File: config.mk
export PLATFORM = sky130hd
export DESIGN_NAME = sync_fifo_v5
export DESIGN_NICKNAME = d
export VERILOG_FILES = /design/src/rtl/sync_fifo_v5.sv
export SDC_FILE = /design/constraint.sdc
export NUM_CORES = 1
export LEC_CHECK = 0
export CELL_PAD_IN_SITES_DETAIL_PLACEMENT = 2
export CELL_PAD_IN_SITES_GLOBAL_PLACEMENT = 2
export CORE_MARGIN = 4
export CORE_UTILIZATION = 38
export CTS_BUF_LIST = sky130_fd_sc_hd__clkbuf_4 sky130_fd_sc_hd__clkbuf_8 sky130_fd_sc_hd__clkbuf_16
export CTS_CLUSTER_DIAMETER = 200
export CTS_CLUSTER_SIZE = 25
export DETAILED_ROUTE_END_ITERATION = 8
export DONT_BUFFER_PORTS = 1
export PLACE_DENSITY_LB_ADDON = 0.08
export SLEW_MARGIN = 20
export SYNTH_ARGS = -nofsm -noshare
export SYNTH_HDL_FRONTEND = slang
export SYNTH_SLANG_ARGS = --single-unit
export TNS_END_PERCENT = 5
File: constraint.sdc
create_clock -name clk -period 2.6 [get_ports clk]
set_input_delay 0.65 -clock clk [delete_from_list [all_inputs] [get_ports clk]]
set_output_delay 0.65 -clock clk [all_outputs]
set_load 0.02 [all_outputs]
File: src/rtl/sync_fifo_v5.sv
// Single-clock FIFO with arbitrary depth, occupancy count, threshold flags,
// optional show-ahead read port, synchronous flush and sticky error flags.
module sync_fifo_v5 #(
  parameter int unsigned DEPTH     = 4,
  parameter type         T         = logic,
  parameter bit          FWFT      = 1'b0,
  parameter int unsigned AF_THRESH = DEPTH - 1,
  parameter int unsigned AE_THRESH = 1,
  localparam int unsigned CW       = $clog2(DEPTH + 1)
) (
  input  logic          clk,
  input  logic          rst_n,
  input  logic          flush,
  input  logic          clr_err,
  input  logic          wen,
  input  T              data_in,
  input  logic          ren,
  output T              data_out,
  output logic          full,
  output logic          empty,
  output logic          almost_full,
  output logic          almost_empty,
  output logic [CW-1:0] count,
  output logic          overflow,
  output logic          underflow
);

  localparam int unsigned AW = $clog2(DEPTH);
  localparam logic [AW-1:0] LastAddr = AW'(DEPTH - 1);

  T              mem_q [DEPTH];
  logic [AW-1:0] waddr_q, waddr_d;
  logic [AW-1:0] raddr_q, raddr_d;
  logic [CW-1:0] count_q, count_d;
  logic          ovf_q, ovf_d;
  logic          unf_q, unf_d;
  logic          wr_acc, rd_acc;

  // Flags come from the count register only, so wen/ren never reach them.
  assign full         = (count_q == CW'(DEPTH));
  assign empty        = (count_q == '0);
  assign almost_full  = (count_q >= CW'(AF_THRESH));
  assign almost_empty = (count_q <= CW'(AE_THRESH));
  assign count        = count_q;
  assign overflow     = ovf_q;
  assign underflow    = unf_q;

  assign wr_acc = wen & ~full & ~flush;
  assign rd_acc = ren & ~empty & ~flush;

  always_comb begin
    waddr_d = waddr_q;
    raddr_d = raddr_q;
    count_d = count_q + CW'(wr_acc) - CW'(rd_acc);
    if (wr_acc) waddr_d = (waddr_q == LastAddr) ? '0 : waddr_q + AW'(1);
    if (rd_acc) raddr_d = (raddr_q == LastAddr) ? '0 : raddr_q + AW'(1);
    if (flush) begin
      waddr_d = '0;
      raddr_d = '0;
      count_d = '0;
    end
  end

  // Set wins over clear when both happen in the same cycle.
  always_comb begin
    ovf_d = (wen & full & ~flush) | (ovf_q & ~clr_err);
    unf_d = (ren & empty & ~flush) | (unf_q & ~clr_err);
  end

  always_ff @(posedge clk or negedge rst_n) begin
    if (!rst_n) begin
      waddr_q <= '0;
      raddr_q <= '0;
      count_q <= '0;
      ovf_q   <= 1'b0;
      unf_q   <= 1'b0;
    end else begin
      waddr_q <= waddr_d;
      raddr_q <= raddr_d;
      count_q <= count_d;
      ovf_q   <= ovf_d;
      unf_q   <= unf_d;
    end
  end

  always_ff @(posedge clk) begin
    if (wr_acc) mem_q[waddr_q] <= data_in;
  end

  if (FWFT) begin : g_fwft
    assign data_out = empty ? T'('0) : mem_q[raddr_q];
  end else begin : g_reg
    T dout_q;
    always_ff @(posedge clk or negedge rst_n) begin
      if (!rst_n)      dout_q <= T'('0);
      else if (rd_acc) dout_q <= mem_q[raddr_q];
    end
    assign data_out = dout_q;
  end

endmodule

**Yosys cells after proc, flatten, opt, wreduce, memory -nomap -nowiden**

Memories as Yosys holds them, arrays and structs flattened. A register that Yosys moved wholly into a read port is not among the register bits.
Index checks and enable logic that the tools add are counted.

- Register bits: 9
- Bits in latches: 0
- RAM bits: 4
- Bits in read-only memories: 0
- Input port bits: 7
- Output and inout bits: 10
- Word-level logic and storage cells: 44
- Memories: 1

Memories:

| name | words | bits a word | read ports | clocked after Yosys merged registers in | wr ports | line | RTL |
|---|---|---|---|---|---|---|---|
| mem_q | 4 | 1 | 1 | 1 | 1 | 31 | `T mem_q [DEPTH];` |

- Add/sub/neg operators: 4
- $mul: 0
- Divide/modulo/power cells: 0
- Magnitude comparators: 2
- Equality and inequality tests: 3
- Shift-type cells: 0
- Mux-type cells: 9
- Bitwise operators: 16
- Reduce and logical (&&, ||, !) cells: 4

Operators with widths:

| kind | count |
|---|---|
| $mux W2 | 6 |
| $and A1 B1 Y1 | 10 |
| $add A2 B1 Y2 const B | 2 |
| $eq A2 B2 Y1 const B | 2 |
| $not A1 Y1 | 4 |
| $reduce_bool A2 Y1 | 2 |
| $add A3 B1 Y3 | 1 |
| $eq A3 B3 Y1 const B | 1 |
| $ge A3 B2 Y1 const B | 1 |
| $le A3 B1 Y1 const B | 1 |
| $logic_not A3 Y1 | 1 |
| $mux W3 | 1 |
| $sub A3 B1 Y3 | 1 |
| $mux W1 | 2 |
| $or A1 B1 Y1 | 2 |
| $logic_not A1 Y1 | 1 |

**Longest topological paths before layout**

Gate-level depths: netlist (run 1).

- Depth after elaboration: 7
- Gate-level depth with buffers: 11
- Mapped depth without buffers: 11

**Worst setup path after synthesis (run 1)**

No wires, ideal clock.

- Path kind: register to register
- Start: register count_q[1], in the netlist count[1]
- End: register count_q[2], in the netlist count[2]
- Setup time: 0.129 ns
- Data arrival time: 2.343 ns
- Required time: 2.471 ns
- Path slack: 0.128 ns
- Stages on the path, launching flop included: 10
- Buffers on the path: 0
- Clock period less this slack: 2.472 ns
- Cells stage by stage: dfrtp_1 > nor3_1 > nor2_1 > ha_1 > inv_1 > ha_1 > inv_1 > fa_1 > xnor2_1 > nor2_1

- Elaborated cells between the ends (all ways): 11
- Classes of those cells: add/sub (2); eq/ne (1); mux (1); bitwise (6); reduce/logical (1)

RTL lines:

| what | line | RTL |
|---|---|---|
| from (decl) | 34 | `logic [CW-1:0] count_q, count_d;` |
| from (signal assigned) | 80 | `count_q <= count_d;` |
| $logic_not A3 Y1 | 41 | `assign empty = (count_q == '0);` |
| via empty | 20 | `output logic empty,` |
| $not A1 Y1 | 49 | `assign rd_acc = ren & ~empty & ~flush;` |
| $and A1 B1 Y1 (2 in a row) | 49 |  |
| via rd_acc | 37 | `logic wr_acc, rd_acc;` |
| $sub A3 B1 Y3 | 54 | `count_d = count_q + CW'(wr_acc) - CW'(rd_acc);` |
| $mux W3 | 57 | `if (flush) begin` |
| via count_d[2] | 34 |  |

The timed path passes the listed nets, and every way through them passes these cells.
A chain may end at the register's enable or synchronous reset.

**Worst setup path after layout (run 1)**

- Start: register count_q[1], in the netlist count[1]
- End: register count_q[2], in the netlist count[2]

- Word-level cells in the longest chain between the ends: 7
- Elaborated cells between the ends (all ways): 11
- Classes of those cells: add/sub (2); eq/ne (1); mux (1); bitwise (6); reduce/logical (1)

RTL lines:

| what | line | RTL |
|---|---|---|
| $eq A3 B3 Y1 | 40 | `assign full = (count_q == CW'(DEPTH));` |
| via full | 19 | `output logic full,` |
| $not A1 Y1 | 48 | `assign wr_acc = wen & ~full & ~flush;` |
| $and A1 B1 Y1 (2 in a row) | 48 |  |
| $add A3 B1 Y3 | 54 |  |
| $sub A3 B1 Y3 | 54 |  |
| $mux W3 | 57 |  |
| via count_d[2] | 34 |  |

The timed path passes the listed nets, and every way through them passes these cells.

==> out/results.txt, run 1 <==
synthesized cell area - 787 um2
Post-DP Area - 847 um2
clock latency reported for the late side of the worst-skew pair - 280 ps
half-perimeter wire length after placement - 1360 um
sequential cell area - 370 um2
switching component of the power - 0.339 mW
max-slew violations - 0
number of warning messages in the yosys log - 0
distinct cell type count after synthesis - 27
Initial Utilization - 0.401
synthesized area per cell - 11.1 um2
VDD IR-drop max - 0.431 mV
Clock Skew - 0.701 ps
post-synthesis register bit count - 14
post-route cell area - 873 um2
via/cell ratio - 4.99
number of vias after detailed routing - 524
share of cells above drive strength 1 - 0.141
buffers from clock root to sink, at most - 2
number of maximum-capacitance violations - 0
DIE WIDTH - 53.5 um
Power Density - 929 nW/um2
endpoint type of the worst setup path - flop
fillcell total - 230
DR DRC count - 0
global-route wire length before repair - 2660 um
Routability Congestion - 0.623
Final TNS setup - 0 ps
average routed wire per standard cell - 15.3 um
root buffer cell - sky130_fd_sc_hd__clkbuf_4
total of hold buffers inserted after clock tree synthesis - 0
Final min period - 2350 ps
timing-limited maximum frequency - 0.426 GHz
part of the cycle the worst path needs - 0.903
number of nets in the layout - 97
proportion of power drawn by flip-flops and latches - 0.403
worst min-delay path class - input pin to asynchronous set/reset pin
number of post-CTS setup repair buffers - 0
gr usage total - 0.135
Int Power - 0.472 mW
die extent in y - 53.5 um
switching part of the total power - 0.418
fraction of the core area covered by cells at the end of the flow - 0.445
total design power - 0.811 mW
worst setup path category - flop to flop
count of TritonRoute iterations in the first routing pass - 2
setup violation total in the final timing report - 0
Reg2Reg Capture Point - count[2]
setup slack on the worst flop-to-flop path - 250 ps
clock buffer count from CTS - 3
count of antenna-violating nets left after detailed routing - 0
relative contribution of combinational cells to total power - 0.442
launching element type of the critical path - flop
CP arrival - 2520 ps
number of cells produced by synthesis - 71
count of input and output buffers - 0
total congestion overflow - 0
Hold Violations, Final - 0
Std-Cell Rows - 16
initial antenna violation count - 0
area growth from synthesis to layout - 11.0%
number of global-route vias before repair - 575
Slew Limit Headroom - 0.716
transition time at the pin with the least slew margin - 423 ps
Static Leakage - 0.407 nW
outcome - finished, final reports clean
Req. time, crit path - 2770 ps
Num Clock Sinks - 14
Final Routed Wirelength - 1610 um
clock network fraction of total power - 0.155
clock tree from TritonCTS - yes
Worst R2R Start - count[1]
maximum number of pins on one net before global-route repair - 11
violation count after the first detailed-route iteration - 1
IO Pins - 17
ANT cells - 0
core footprint - 1960 um2
cell count of the worst reg-to-reg path - 11
proportion of synthesized chip area in sequential cells - 0.471
die footprint - 2860 um2
CTS resizes - 0
number of H-tree levels - 1
clock-pin transition on the worst setup and hold timing paths - 80 ps
unrepaired setup endpoints after global routing - false
multi-input gate area in the final layout - 375 um2
maximum fanout encountered on the critical timing path - 5
post-synth net total - 89
[worst max-delay path, cell delays in order (launching register included)]
cell and delay, ps:
sky130_fd_sc_hd__dfrtp_1 400, sky130_fd_sc_hd__or3b_4 430, sky130_fd_sc_hd__inv_2 150, sky130_fd_sc_hd__nor2_1 110
sky130_fd_sc_hd__inv_1 70, sky130_fd_sc_hd__ha_1 220, sky130_fd_sc_hd__inv_1 70, sky130_fd_sc_hd__ha_1 130
sky130_fd_sc_hd__inv_1 40, sky130_fd_sc_hd__fa_1 370, sky130_fd_sc_hd__xnor2_1 180, sky130_fd_sc_hd__nor2_1 50
[power by group through the flow]
| stage | Sequential (mW) | Combinational, mW | Clock [mW] |
|---|---|---|---|
| 4_1_cts | 0.330 | 0.367 | 0.132 |
| 6_report | 0.327 | 0.359 | 0.125 |
| 5_1_grt | 0.336 | 0.404 | 0.143 |
| 2_1_floorplan | 0.361 | 0.226 | 0 |
| 3_5_place_dp | 0.334 | 0.364 | 0 |
| 3_3_place_gp | 0.332 | 0.348 | 0 |
[how the worst max path moves through the flow]
| stage | endpoint | startpoint |
|---|---|---|
| after detailed placement | count[2] | flush |
| after global placement | count[2] | flush |
| after CTS | count[2] | count[1] |
| final | count[2] | count[1] |
| after floorplan | count[2] | count[1] |
| after global routing | count[2] | count[1] |
[flip-flops by register name, indices dropped and copies added, names as in the netlist]
name	cells
count	3
overflow	1
mem_q	4
data_out	1
raddr_q	2
underflow	1
waddr_q	2
[per-stage QoR]
step           setup slack [ps]  hold WS [ps]  cells
2_1_floorplan               128           354     71
4_1_cts                     224          44.4    105
3_5_place_dp                239           355    101
6_report                    253          57.2    105
5_1_grt                     102          29.5    105
3_3_place_gp                330           355    101
[cell usage in the layout, fill, tap and decap left out]
| master | instances |
|---|---|
| sky130_fd_sc_hd__inv_1 | 9 |
| sky130_fd_sc_hd__nand3_1 | 1 |
| sky130_fd_sc_hd__o41ai_1 | 1 |
| sky130_fd_sc_hd__fa_1 | 1 |
| sky130_fd_sc_hd__or3_1 | 1 |
| sky130_fd_sc_hd__edfxtp_1 | 4 |
| sky130_fd_sc_hd__o21ai_0 | 3 |
| sky130_fd_sc_hd__or4_1 | 1 |
| sky130_fd_sc_hd__nor2b_1 | 1 |
| sky130_fd_sc_hd__clkbuf_4 | 3 |
| sky130_fd_sc_hd__inv_2 | 1 |
| sky130_fd_sc_hd__mux2i_1 | 1 |
| sky130_fd_sc_hd__a32o_1 | 1 |
| sky130_fd_sc_hd__nor3_1 | 1 |
| sky130_fd_sc_hd__nand2b_1 | 3 |
| sky130_fd_sc_hd__nand2_1 | 3 |
| sky130_fd_sc_hd__or3b_4 | 1 |
| sky130_fd_sc_hd__mux2_2 | 1 |
| sky130_fd_sc_hd__o22ai_1 | 1 |
| sky130_fd_sc_hd__clkinv_1 | 1 |
| sky130_fd_sc_hd__mux4_2 | 1 |
| sky130_fd_sc_hd__a21oi_1 | 3 |
| sky130_fd_sc_hd__and2_1 | 4 |
| sky130_fd_sc_hd__xnor2_1 | 1 |
| sky130_fd_sc_hd__ha_1 | 10 |
| sky130_fd_sc_hd__buf_4 | 4 |
| sky130_fd_sc_hd__o31ai_1 | 1 |
| sky130_fd_sc_hd__nor2_1 | 5 |
| sky130_fd_sc_hd__dfrtp_1 | 10 |
[synth_stat cells, drive strengths merged]
master | count | area share
o31ai | 1 | 0.0095
dfrtp | 10 | 0.32
nor3 | 1 | 0.0064
ha | 10 | 0.16
a32o | 1 | 0.013
mux4 | 1 | 0.029
or4 | 1 | 0.0095
o41ai | 1 | 0.011
edfxtp | 4 | 0.15
and2 | 4 | 0.032
nor2 | 5 | 0.024
clkbuf | 1 | 0.0048
nand3 | 1 | 0.0064
nor2b | 1 | 0.0080
a21oi | 3 | 0.019
or3 | 1 | 0.0080
mux2 | 1 | 0.014
or3b | 1 | 0.014
o22ai | 1 | 0.0080
nand2 | 3 | 0.014
inv | 10 | 0.048
fa | 1 | 0.025
mux2i | 1 | 0.013
nand2b | 3 | 0.024
o21ai | 3 | 0.019
xnor2 | 1 | 0.011
[kinds of logic (layout without fill, tap and decap cells)]
| kind of cell | Yosys count | in the layout | synth area share |
|---|---|---|---|
| xor+xnor | 1 | 1 | 0.0111 |
| flops | 14 | 14 | 0.471 |
| fa+ha+maj | 11 | 11 | 0.184 |
| compound gates | 10 | 10 | 0.0795 |
| mux | 3 | 3 | 0.0556 |
| simple gates | 21 | 21 | 0.146 |
| buf+inv | 11 | 18 | 0.0525 |
[routing by layer]
layer  global-route usage  vias to the layer above  wire length, um
met2                0.216                       10              809
met4               0.0511                        0               17
li1                     -                      258                -
met5                    0                        -                0
met3               0.0451                        2               71
met1                0.168                      254              711
[area by class of cell]
type | instances | area share
clock inverters | 1 | 0.00430
clock buffers | 3 | 0.0258
inverters | 10 | 0.0430
well taps | 27 | 0.0387
flip-flops and latches | 14 | 0.424
repair buffers | 4 | 0.0344
multi-input cells | 46 | 0.430
Power figures use the tool's default switching activity.
==> run 2, diff against run 1 <==
- PLACE_DENSITY: not set -> 0.73
- PLACE_DENSITY_LB_ADDON: 0.08 -> not set
==> run 2 against run 1 <==
  * Utilization rose by 0.19 points
  * Combinational power up 1%
  * Die area unchanged
  * Via count rose by 5.5%
  * Power up 2.4%
  * Register-to-register slack about the same
  * Critical path type unchanged
==> out/results.txt, run 2 (synthesized netlist as in run 1, its figures left out) <==
total of hold buffers inserted after clock tree synthesis - 0 (unchanged)
count of antenna-violating nets left after detailed routing - 0 (unchanged)
launching element type of the critical path - flop
number of nets in the layout - 97 (unchanged)
average routed wire per standard cell - 17.8 um (+16%)
largest incremental delay on the critical path - 440 ps (about the same)
outcome - finished, final reports clean
max-slew violations - 0 (unchanged)
clock latency reported for the late side of the worst-skew pair - 270 ps (about the same)
endpoint type of the worst setup path - flop
Static Leakage - 0.410 nW (+0.75%)
number of instances in the placed design - 101 (unchanged)
DR DRC count - 0 (unchanged)
clock-pin transition on the worst setup and hold timing paths - 80 ps (about the same)
top register by number of flip-flops - mem_q
sequential cell area - 370 um2 (unchanged)
cell count of the worst reg-to-reg path - 10 (-1)
Req. time, crit path - 2790 ps (+20 ps)
Num Clock Sinks - 14 (unchanged)
maximum fanout encountered on the critical timing path - 5 (unchanged)
most frequent cells in the layout - sky130_fd_sc_hd__ha_1 (10), sky130_fd_sc_hd__dfrtp_1 (10), sky130_fd_sc_hd__inv_1 (9), sky130_fd_sc_hd__nor2_1 (5)
root buffer cell - sky130_fd_sc_hd__clkbuf_4
Power Density - 947 nW/um2 (+2.0%)
via/cell ratio - 5.27 (+5.5%)
most common cell type on the critical path - sky130_fd_sc_hd__inv_1
count of TritonRoute iterations in the first routing pass - 3 (+1)
CP arrival - 2520 ps (about the same)
number of post-CTS setup repair buffers - 0 (unchanged)
CTS resizes - 0 (unchanged)
setup violation total in the final timing report - 0 (unchanged)
global-route wire length before repair - 3170 um (+19%)
count of input and output buffers - 0 (unchanged)
unrepaired setup endpoints after global routing - false
clock tree from TritonCTS - yes
Initial Utilization - 0.401 (unchanged)
DIE WIDTH - 53.5 um (unchanged)
fillcell total - 229 (-0.43%)
transition time at the pin with the least slew margin - 457 ps (+34.2 ps)
post-layout worst setup margin - 266 ps (+12.6 ps)
Final TNS setup - 0 ps (unchanged)
timing-limited maximum frequency - 0.428 GHz (+0.54%)
Critical Path Slowest Stage Cell - sky130_fd_sc_hd__fa_1
post-placement setup slack - 222 ps (-16.6 ps)
number of vias after detailed routing - 553 (+5.5%)
gr usage total - 0.162 (+0.0264)
ANT cells - 0 (unchanged)
number of flip-flops under the largest register name - 4 (unchanged)
final non-filler cell total - 105 (unchanged)
Hold Violations, Final - 0 (unchanged)
buffers from clock root to sink, at most - 2 (unchanged)
IO Pins - 17 (unchanged)
violation count after the first detailed-route iteration - 8 (+7)
number of maximum-capacitance violations - 0 (unchanged)
multi-input gate area in the final layout - 375 um2 (unchanged)
number of H-tree levels - 1 (unchanged)
worst setup path category - flop to flop
initial antenna violation count - 0 (unchanged)
maximum number of pins on one net before global-route repair - 11 (unchanged)
share of cells above drive strength 1 - 0.154 (+0.0128)
half-perimeter wire length after placement - 1500 um (+11%)
area growth from synthesis to layout - 11.4%
series of cell instances along the critical path - or3b_4, inv_2, nor2_1, inv_1, ha_1, inv_1, ha_1, inv_1, fa_1, nor2_1
total congestion overflow - 0 (unchanged)
die extent in y - 53.5 um (unchanged)
core footprint - 1960 um2 (unchanged)
Routability Congestion - 0.683 (+9.6%)
Final Routed Wirelength - 1870 um (+16%)
Clock Skew - 2.48 ps (+1.78 ps)
die footprint - 2860 um2 (unchanged)
part of the cycle the worst path needs - 0.898 (-0.00484)
Std-Cell Rows - 16 (unchanged)
VDD IR-drop max - 0.404 mV (-6.3%)
number of global-route vias before repair - 650 (+13%)
Final min period - 2330 ps (-12.6 ps)
worst min-delay path class - input pin to asynchronous set/reset pin
clock buffer count from CTS - 3 (unchanged)
Slew Limit Headroom - 0.693 (-0.0230)
## run 2: routing by layer
layer  routed length, um  track usage
met1                 769        0.171
met2                 969        0.284
met3                 111       0.0817
met4                  14       0.0383
met5                   0            0
## run 2: final timing paths
kind	start	to	slack (ps)
min in group clk	flush	raddr_q[0]	420
max reg2reg	count[1]	count[1]	270
min	rst_n	data_out	60
min reg2reg	raddr_q[0]	raddr_q[0]	590
max	count[1]	count[1]	270
max in group asynchronous	rst_n	raddr_q[1]	2470
## run 2: per-stage QoR
stage | hold WS [ps] | util | area (um2) | power, mW
after floorplan | 354 | - | 787 | 0.586
after global placement | 355 | 0.432 | 847 | 0.674
after detailed placement | 355 | 0.432 | 847 | 0.703
after CTS | 46.4 | 0.447 | 877 | 0.846
after global routing | 24.2 | 0.447 | 877 | 0.903
final | 58.0 | 0.447 | 877 | 0.831
## run 2: critical path: cells and delay by family, from the launching register on
kind                     cells  cell delay, ps
flip-flops                   1             400
AND/OR/NAND/NOR              3             720
adder cells (fa/ha/maj)      3             790
buffers and inverters        4             350
## run 2: final cells by class
| type | count | area share |
|---|---|---|
| Sequential cell | 14 | 0.422 |
| Clock buffer | 4 | 0.0342 |
| Tap cell | 27 | 0.0385 |
| Multi-Input combinational cell | 46 | 0.428 |
| Timing Repair Buffer | 4 | 0.0342 |
| Inverter | 10 | 0.0428 |
## run 2: power breakdown
part           switching (mW)  internal (mW)  total (mW)
clock network          0.0686         0.0699       0.138
logic                   0.218          0.145       0.363
registers              0.0570          0.272       0.329
==> run 3, diff against run 2 <==
- CAP_MARGIN: not set -> 20
- GPL_ROUTABILITY_DRIVEN: not set -> 0
==> results of run 3 <==
The final DEF is identical to that of run 2; final timing and power are the same.
